==> src/rtl/axi_interconnect_crossbar_req_sched_pkg.sv <==
// Shared crossbar definitions: channel-mode encodings, scheduler state
// encoding and the LOG2 width helper used to size index and counter fields.
package axi_interconnect_crossbar_req_sched_pkg;

  localparam bit MODE_RD = 1'b1;  // AR channel, no write-data steering
  localparam bit MODE_WR = 1'b0;  // AW/W channel, write-data queue present

  typedef enum logic {
    ST_IDLE  = 1'b0,
    ST_GRANT = 1'b1
  } sched_state_e;

  // Bits needed to hold 'value' (minimum 1), so LOG2(3)=2 and LOG2(4)=3.
  function automatic int unsigned log2(input int unsigned value);
    int unsigned bits;
    int unsigned rem;
    bits = 1;
    rem  = value >> 1;
    while (rem != 0) begin
      bits = bits + 1;
      rem  = rem >> 1;
    end
    return bits;
  endfunction

endpackage

==> src/rtl/axi_interconnect_crossbar_sel_fifo.sv <==
// Synchronous FIFO of source indices recording write-address grant order.
// Ports: clk_sys/rst (sync, active-high), push_i/push_data_i enqueue,
// pop_i dequeues, pop_data_o shows the head, full_o/empty_o flags.
// Push and pop in the same cycle are accepted even when full.
module axi_interconnect_crossbar_sel_fifo
  import axi_interconnect_crossbar_req_sched_pkg::*;
#(
  parameter int unsigned DEPTH = 4,
  parameter int unsigned WIDTH = 2
) (
  input  logic             clk_sys,
  input  logic             rst,
  input  logic             push_i,
  input  logic [WIDTH-1:0] push_data_i,
  input  logic             pop_i,
  output logic [WIDTH-1:0] pop_data_o,
  output logic             full_o,
  output logic             empty_o
);

  localparam int unsigned PTR_W = log2(DEPTH - 1);
  localparam int unsigned CNT_W = log2(DEPTH);

  logic [WIDTH-1:0] mem_q [DEPTH];
  logic [PTR_W-1:0] wr_ptr_q, wr_ptr_d;
  logic [PTR_W-1:0] rd_ptr_q, rd_ptr_d;
  logic [CNT_W-1:0] cnt_q, cnt_d;
  logic             do_push;
  logic             do_pop;

  function automatic logic [PTR_W-1:0] ptr_inc(input logic [PTR_W-1:0] p);
    return (p == PTR_W'(DEPTH - 1)) ? '0 : p + PTR_W'(1);
  endfunction

  assign full_o     = (cnt_q == CNT_W'(DEPTH));
  assign empty_o    = (cnt_q == '0);
  assign pop_data_o = mem_q[rd_ptr_q];
  assign do_pop     = pop_i && !empty_o;
  // A full FIFO still takes a push when the head leaves in the same cycle.
  assign do_push    = push_i && (!full_o || do_pop);

  // Pointer and occupancy next-state.
  always_comb begin
    wr_ptr_d = wr_ptr_q;
    rd_ptr_d = rd_ptr_q;
    cnt_d    = cnt_q;
    if (do_push) wr_ptr_d = ptr_inc(wr_ptr_q);
    if (do_pop)  rd_ptr_d = ptr_inc(rd_ptr_q);
    case ({do_push, do_pop})
      2'b10:   cnt_d = cnt_q + CNT_W'(1);
      2'b01:   cnt_d = cnt_q - CNT_W'(1);
      default: cnt_d = cnt_q;
    endcase
  end

  always_ff @(posedge clk_sys) begin
    if (rst) begin
      wr_ptr_q <= '0;
      rd_ptr_q <= '0;
      cnt_q    <= '0;
    end else begin
      wr_ptr_q <= wr_ptr_d;
      rd_ptr_q <= rd_ptr_d;
      cnt_q    <= cnt_d;
    end
  end

  // Storage needs no reset; occupancy alone defines valid entries.
  always_ff @(posedge clk_sys) begin
    if (do_push) mem_q[wr_ptr_q] <= push_data_i;
  end

endmodule

==> src/rtl/axi_interconnect_crossbar_req_sched.sv <==
// Request-path scheduler for one crossbar direction. Round-robin arbitrates
// NUM_SLAVE address requesters onto one shared channel, limits issued-but-
// unretired transactions to NUM_OUTSTANDING and, in write mode, steers W
// beats from sources in address-grant order.
// Ports: clk_sys/rst (sync, active-high); s_req_valid/s_req_ready per-source
// address handshake; m_req_valid/m_req_ready/m_req_sel shared address channel;
// s_wdata_valid/s_wdata_last/s_wdata_ready per-source W beats; m_wdata_valid/
// m_wdata_ready/m_wdata_sel shared W channel; resp_done retires one
// transaction; ost_cnt outstanding count; busy any work in flight.
module axi_interconnect_crossbar_req_sched
  import axi_interconnect_crossbar_req_sched_pkg::*;
#(
  parameter bit          MODE_READ       = MODE_RD,
  parameter int unsigned NUM_SLAVE       = 4,
  parameter int unsigned NUM_OUTSTANDING = 4,
  parameter int unsigned WIDTH_SALVE     = log2(NUM_SLAVE - 1),
  parameter int unsigned WIDTH_OST       = log2(NUM_OUTSTANDING)
) (
  input  logic                   clk_sys,
  input  logic                   rst,
  input  logic [NUM_SLAVE-1:0]   s_req_valid,
  output logic [NUM_SLAVE-1:0]   s_req_ready,
  output logic                   m_req_valid,
  input  logic                   m_req_ready,
  output logic [WIDTH_SALVE-1:0] m_req_sel,
  input  logic [NUM_SLAVE-1:0]   s_wdata_valid,
  input  logic [NUM_SLAVE-1:0]   s_wdata_last,
  output logic [NUM_SLAVE-1:0]   s_wdata_ready,
  output logic                   m_wdata_valid,
  input  logic                   m_wdata_ready,
  output logic [WIDTH_SALVE-1:0] m_wdata_sel,
  input  logic                   resp_done,
  output logic [WIDTH_OST-1:0]   ost_cnt,
  output logic                   busy
);

  sched_state_e           state_q, state_d;
  logic [WIDTH_SALVE-1:0] sel_q, sel_d;
  logic [WIDTH_SALVE-1:0] last_q, last_d;
  logic [WIDTH_OST-1:0]   ost_q, ost_d;
  logic [WIDTH_SALVE-1:0] cand;
  logic [WIDTH_SALVE-1:0] pick_idx;
  logic                   pick_valid;
  logic                   can_issue;
  logic                   req_hs;
  logic                   resp_eff;
  logic                   q_full;
  logic                   q_empty;

  // Round-robin: first valid source after the last granted one.
  always_comb begin
    cand       = '0;
    pick_idx   = '0;
    pick_valid = 1'b0;
    for (int unsigned i = 1; i <= NUM_SLAVE; i++) begin
      cand = WIDTH_SALVE'((32'(last_q) + i) % NUM_SLAVE);
      if (!pick_valid && s_req_valid[cand]) begin
        pick_valid = 1'b1;
        pick_idx   = cand;
      end
    end
  end

  assign can_issue = (ost_q < WIDTH_OST'(NUM_OUTSTANDING)) &&
                     ((MODE_READ == MODE_RD) || !q_full);

  // State register, including the grant index, priority pointer and credits.
  always_ff @(posedge clk_sys) begin
    if (rst) begin
      state_q <= ST_IDLE;
      sel_q   <= '0;
      last_q  <= WIDTH_SALVE'(NUM_SLAVE - 1);
      ost_q   <= '0;
    end else begin
      state_q <= state_d;
      sel_q   <= sel_d;
      last_q  <= last_d;
      ost_q   <= ost_d;
    end
  end

  // Next state: latch a winner in IDLE, hold it until the channel accepts.
  always_comb begin
    state_d = state_q;
    sel_d   = sel_q;
    last_d  = last_q;
    case (state_q)
      ST_IDLE: begin
        if (pick_valid && can_issue) begin
          state_d = ST_GRANT;
          sel_d   = pick_idx;
        end
      end
      ST_GRANT: begin
        if (m_req_ready) begin
          state_d = ST_IDLE;
          last_d  = sel_q;
        end
      end
      default: state_d = ST_IDLE;
    endcase
  end

  // Outputs: only the granted source sees the channel's ready.
  always_comb begin
    m_req_valid = 1'b0;
    s_req_ready = '0;
    req_hs      = 1'b0;
    if (state_q == ST_GRANT) begin
      m_req_valid        = 1'b1;
      s_req_ready[sel_q] = m_req_ready;
      req_hs             = m_req_ready;
    end
  end

  // Credit counter; a retire against an empty count is dropped.
  always_comb begin
    ost_d    = ost_q;
    resp_eff = resp_done && (ost_q != '0);
    if (req_hs && !resp_eff)      ost_d = ost_q + WIDTH_OST'(1);
    else if (!req_hs && resp_eff) ost_d = ost_q - WIDTH_OST'(1);
  end

  assign m_req_sel = sel_q;
  assign ost_cnt   = ost_q;
  assign busy      = (ost_q != '0) || !q_empty;

  if (MODE_READ == MODE_WR) begin : g_wq
    logic [WIDTH_SALVE-1:0] fifo_head;
    logic [WIDTH_SALVE-1:0] q_head;
    logic                   q_pop;

    axi_interconnect_crossbar_sel_fifo #(
      .DEPTH (NUM_OUTSTANDING),
      .WIDTH (WIDTH_SALVE)
    ) u_sel_fifo (
      .clk_sys     (clk_sys),
      .rst         (rst),
      .push_i      (req_hs),
      .push_data_i (sel_q),
      .pop_i       (q_pop),
      .pop_data_o  (fifo_head),
      .full_o      (q_full),
      .empty_o     (q_empty)
    );

    // Head of the grant-order queue owns the W channel until its last beat.
    assign q_head        = q_empty ? '0 : fifo_head;
    assign m_wdata_sel   = q_head;
    assign m_wdata_valid = !q_empty && s_wdata_valid[q_head];
    assign q_pop         = m_wdata_valid && m_wdata_ready && s_wdata_last[q_head];

    always_comb begin
      s_wdata_ready         = '0;
      s_wdata_ready[q_head] = !q_empty && m_wdata_ready;
    end
  end else begin : g_rd
    logic wdata_unused;
    assign wdata_unused  = ^{s_wdata_valid, s_wdata_last, m_wdata_ready};
    assign q_full        = 1'b0;
    assign q_empty       = 1'b1;
    assign m_wdata_sel   = '0;
    assign m_wdata_valid = 1'b0;
    assign s_wdata_ready = '0;
  end

endmodule
==> config.mk <==
export PLATFORM = sky130hd
export DESIGN_NAME = axi_interconnect_crossbar_req_sched
export DESIGN_NICKNAME = d
export VERILOG_FILES = /design/src/rtl/axi_interconnect_crossbar_req_sched_pkg.sv /design/src/rtl/axi_interconnect_crossbar_sel_fifo.sv /design/src/rtl/axi_interconnect_crossbar_req_sched.sv
export SDC_FILE = /design/constraint.sdc
export NUM_CORES = 1
export LEC_CHECK = 0
export CAP_MARGIN = 30
export CORE_AREA = 2 2 41 43
export DETAILED_ROUTE_END_ITERATION = 7
export DIE_AREA = 0 0 43 45
export PLACE_DENSITY = 0.79
export SLEW_MARGIN = 20
export SYNTH_ARGS = -nofsm -noshare
export SYNTH_HDL_FRONTEND = slang
export SYNTH_SLANG_ARGS = --single-unit
==> constraint.sdc <==
create_clock -name clk_sys -period 4.1 [get_ports clk_sys]
set_clock_uncertainty 0.2 [all_clocks]
set_input_delay 0.82 -clock clk_sys [delete_from_list [all_inputs] [get_ports clk_sys]]
set_output_delay 0.82 -clock clk_sys [all_outputs]
set_load 0.02 [all_outputs]
==> impl_results.md <==
* Final setup TNS at 0 ns
* Final period util at 79.4%
* # rows at 14
* Number of synthesized flops with an enable pin at 0
* Layout cells sized above 1 at 5.00%
* Pre-CTS setup slack at 0.831 ns
* Final slew viol count at 0
* RePlAce Congestion at 0.699
* Core area at 0.00147 mm²
* Clock Latency Late Sink at 0.25 ns
* GR Overflow Total at 0
* R2r setup slk at 1.82 ns
* Vias in the first global route at 426
* Hold_buf cts at 0
* Max-cap violations at 0
* Post-CTS Resized at 0
* Die H at 45 µm
* Via-per-instance ratio at 5.01
* Post-route DRC at 0
* Die area at 0.00194 mm²
* Critical Path Source: m_req_ready
* Initial DRC Count at 5
* Initial antenna violation count at 0
* Die W at 43 µm
* I/O pins at 35
* RR Endpoint: ost_cnt[2]
* Post-Syn Area at 512 µm²
* Post-CTS Setup Inserts at 0
* Synth Area in XOR/XNOR at 3.42%
* First-pass GRT wire length at 1660 µm
* Port Buf Inserts at 18
* Endpoints failing hold at 0
* CTS tree: yes
* Internal cell power at 259 µW
* GRT Total Usage at 11.5%
* Fin nets at 101
* Top cells by count, synth: dfxtp_1, buf_4, a21oi_1, inv_1, nand2_1
* Worst-path fanout max at 3
* Peak VDD IR at 0.000413 V
* Pwr Total at 440 µW
* Clock share of power at 13.5%
* Pre-Repair DR Iteration Count at 4
* Top_reg_cell synth: dfxtp_1
* Synth Area in Compound Gates at 24.7%
* Ys async rst share at 0%
* Crit end category: primary output
* Clk root buf: clkbuf_4
* Largest net degree at the start of global routing at 9
* Syn avg cell area at 8.39 µm²
* Simple-Gate Fraction of Synth Area at 16.9%
* Mux share of post-synthesis cell area at 1.96%
* RSZ-0062 raised after global routing: no
* Final setup viols at 0
* Clock-pin slew on the worst setup and hold paths at 0.06 ns
* Worst Setup EP: s_req_ready[2]
* Post-synthesis register bit count at 8
* Most frequent cell after synthesis: dfxtp_1
* Top post-synthesis cells by area: dfxtp_1, buf_4, a21oi_1, o41ai_4, fa_1
* WP data required at 3.08 ns
* WS Path Type: primary input to primary output
* Clk sink count at 8
* HP Class: flop to flop
* Post-placement cell area at 678 µm²
* Critical path launch point type: primary input
* Dpl hpwl at 811 µm
* Initial Util at 34.8%
* Pwr dens at 628 mW/mm²
* Adder-cell share of the synthesized area at 6.36%
* Achievable Freq at 307 MHz
* Detail Route Antenna Nets at 0
* Lkg Pwr at 0.000308 µW
* Area Growth Syn to Fin at 36.9%
* Post-synth top area share at 31.3%
* Vias at 481
* Yosys warns at 0
* Reg power frac at 29.9%
* Mapped Cells at 61
* Sequential element share of the synthesized area at 31.3%
* Worst Slack Setup Final at 0.845 ns
* Mean routed wirelength per cell at 10.8 µm
* CTS Buf Count at 3
* Clock Tree Buf Depth at 2
* # H-tree levels at 1
* FF-to-FF Start: ost_cnt[0]
* Largest family of logic cells by synthesized area: compound AO/OA/AOI/OAI gates
* Status: finished clean
* Logic gate share of total power at 56.6%
* CP arrival at 2.24 ns
* Worst reg2reg path depth at 8
* Final min period at 3.26 ns
* Cell variety after synth at 26
* Routed wire length at 1040 µm
* Cell taking the most area after synthesis: dfxtp_1
* Switching share of power at 41.2%
* Number of inserted diodes at 0
* Worst Hold Depth at 2
* NetSw at 181 µW
* Final instance area at 701 µm²
## area by class of cell
| class | instances | area, µm² |
|---|---|---|
| clock buffer | 3 | 22.5 |
| fill | 138 | 771 |
| inverter | 5 | 18.8 |
| multi-input combinational | 46 | 299 |
| sequential | 8 | 160 |
| tap | 16 | 20.0 |
| timing repair buffer | 18 | 180 |
## power groups by stage
stage | registers [µW] | logic (µW) | clock network, µW
after floorplan | 155 | 137 | 0
after global placement | 132 | 248 | 0
after detailed placement | 133 | 249 | 0
after CTS | 132 | 251 | 61.9
after global routing | 136 | 271 | 66.2
final | 132 | 249 | 59.5
## layout by cell type (no fill, tap or decap)
cell type	synthesis	routed
a22oi_1	1	1
and3_1	1	1
mux2i_1	1	1
o31a_1	1	1
nand2b_1	1	1
a211o_1	2	2
conb_1	1	7
clkdlybuf4s50_1	0	18
ha_1	1	1
dfxtp_1	8	8
o221ai_1	1	1
a21boi_0	1	1
xor2_1	2	2
a21oi_1	6	6
or3_1	2	2
clkbuf_4	0	3
inv_1	5	5
fa_1	1	1
nand3_1	1	1
o21ai_0	2	2
and2_1	2	2
nand2_1	5	5
nor3_1	2	2
nor2_1	4	4
o2bb2ai_1	1	1
o41ai_4	1	1
## cell families (layout without fill, tap and decap cells)
logic type               after synthesis  count (layout)
buffers and inverters                 13              26
multiplexers                           1               1
AO/OA/AOI/OAI                         16              16
other                                  1               7
AND/OR/NAND/NOR                       18              18
flip-flops                             8               8
XOR/XNOR                               2               2
adder cells (fa/ha/maj)                2               2
## through the flow
stage | hold slack, ns | util, % | cells
after floorplan | 0.299 | - | 67
after global placement | 0.299 | 46.1 | 93
after detailed placement | 0.306 | 46.1 | 93
after CTS | 0.314 | 47.6 | 96
after global routing | 0.337 | 47.6 | 96
final | 0.318 | 47.6 | 96
## layer usage
layer,GRT usage (%),routed length (µm)
met1,12.4,437
met2,19.4,476
met3,5.20,123
met4,5.45,0
met5,0,0
## worst min path at each step
stage / startpoint / end / slack (ns)
detailed placement: m_req_sel[1] / m_req_sel[1] / 0.31
CTS: m_req_sel[1] / m_req_sel[1] / 0.31
global route: state_q / state_q / 0.34
floorplan: last_q[1] / last_q[1] / 0.30
global placement: m_req_sel[1] / m_req_sel[1] / 0.30
finish: m_req_sel[1] / m_req_sel[1] / 0.32
## state kept, by name, indices dropped and copies added, names as in the netlist
name / count
last_q: 2
m_req_sel: 2
ost_cnt: 3
state_q: 1
## worst max-delay path: stages
cell             delay [ns]
clkdlybuf4s50_1        0.49
and3_1                 0.20
and2_1                 0.13
clkdlybuf4s50_1        0.59
Power figures use the tool's default switching activity.
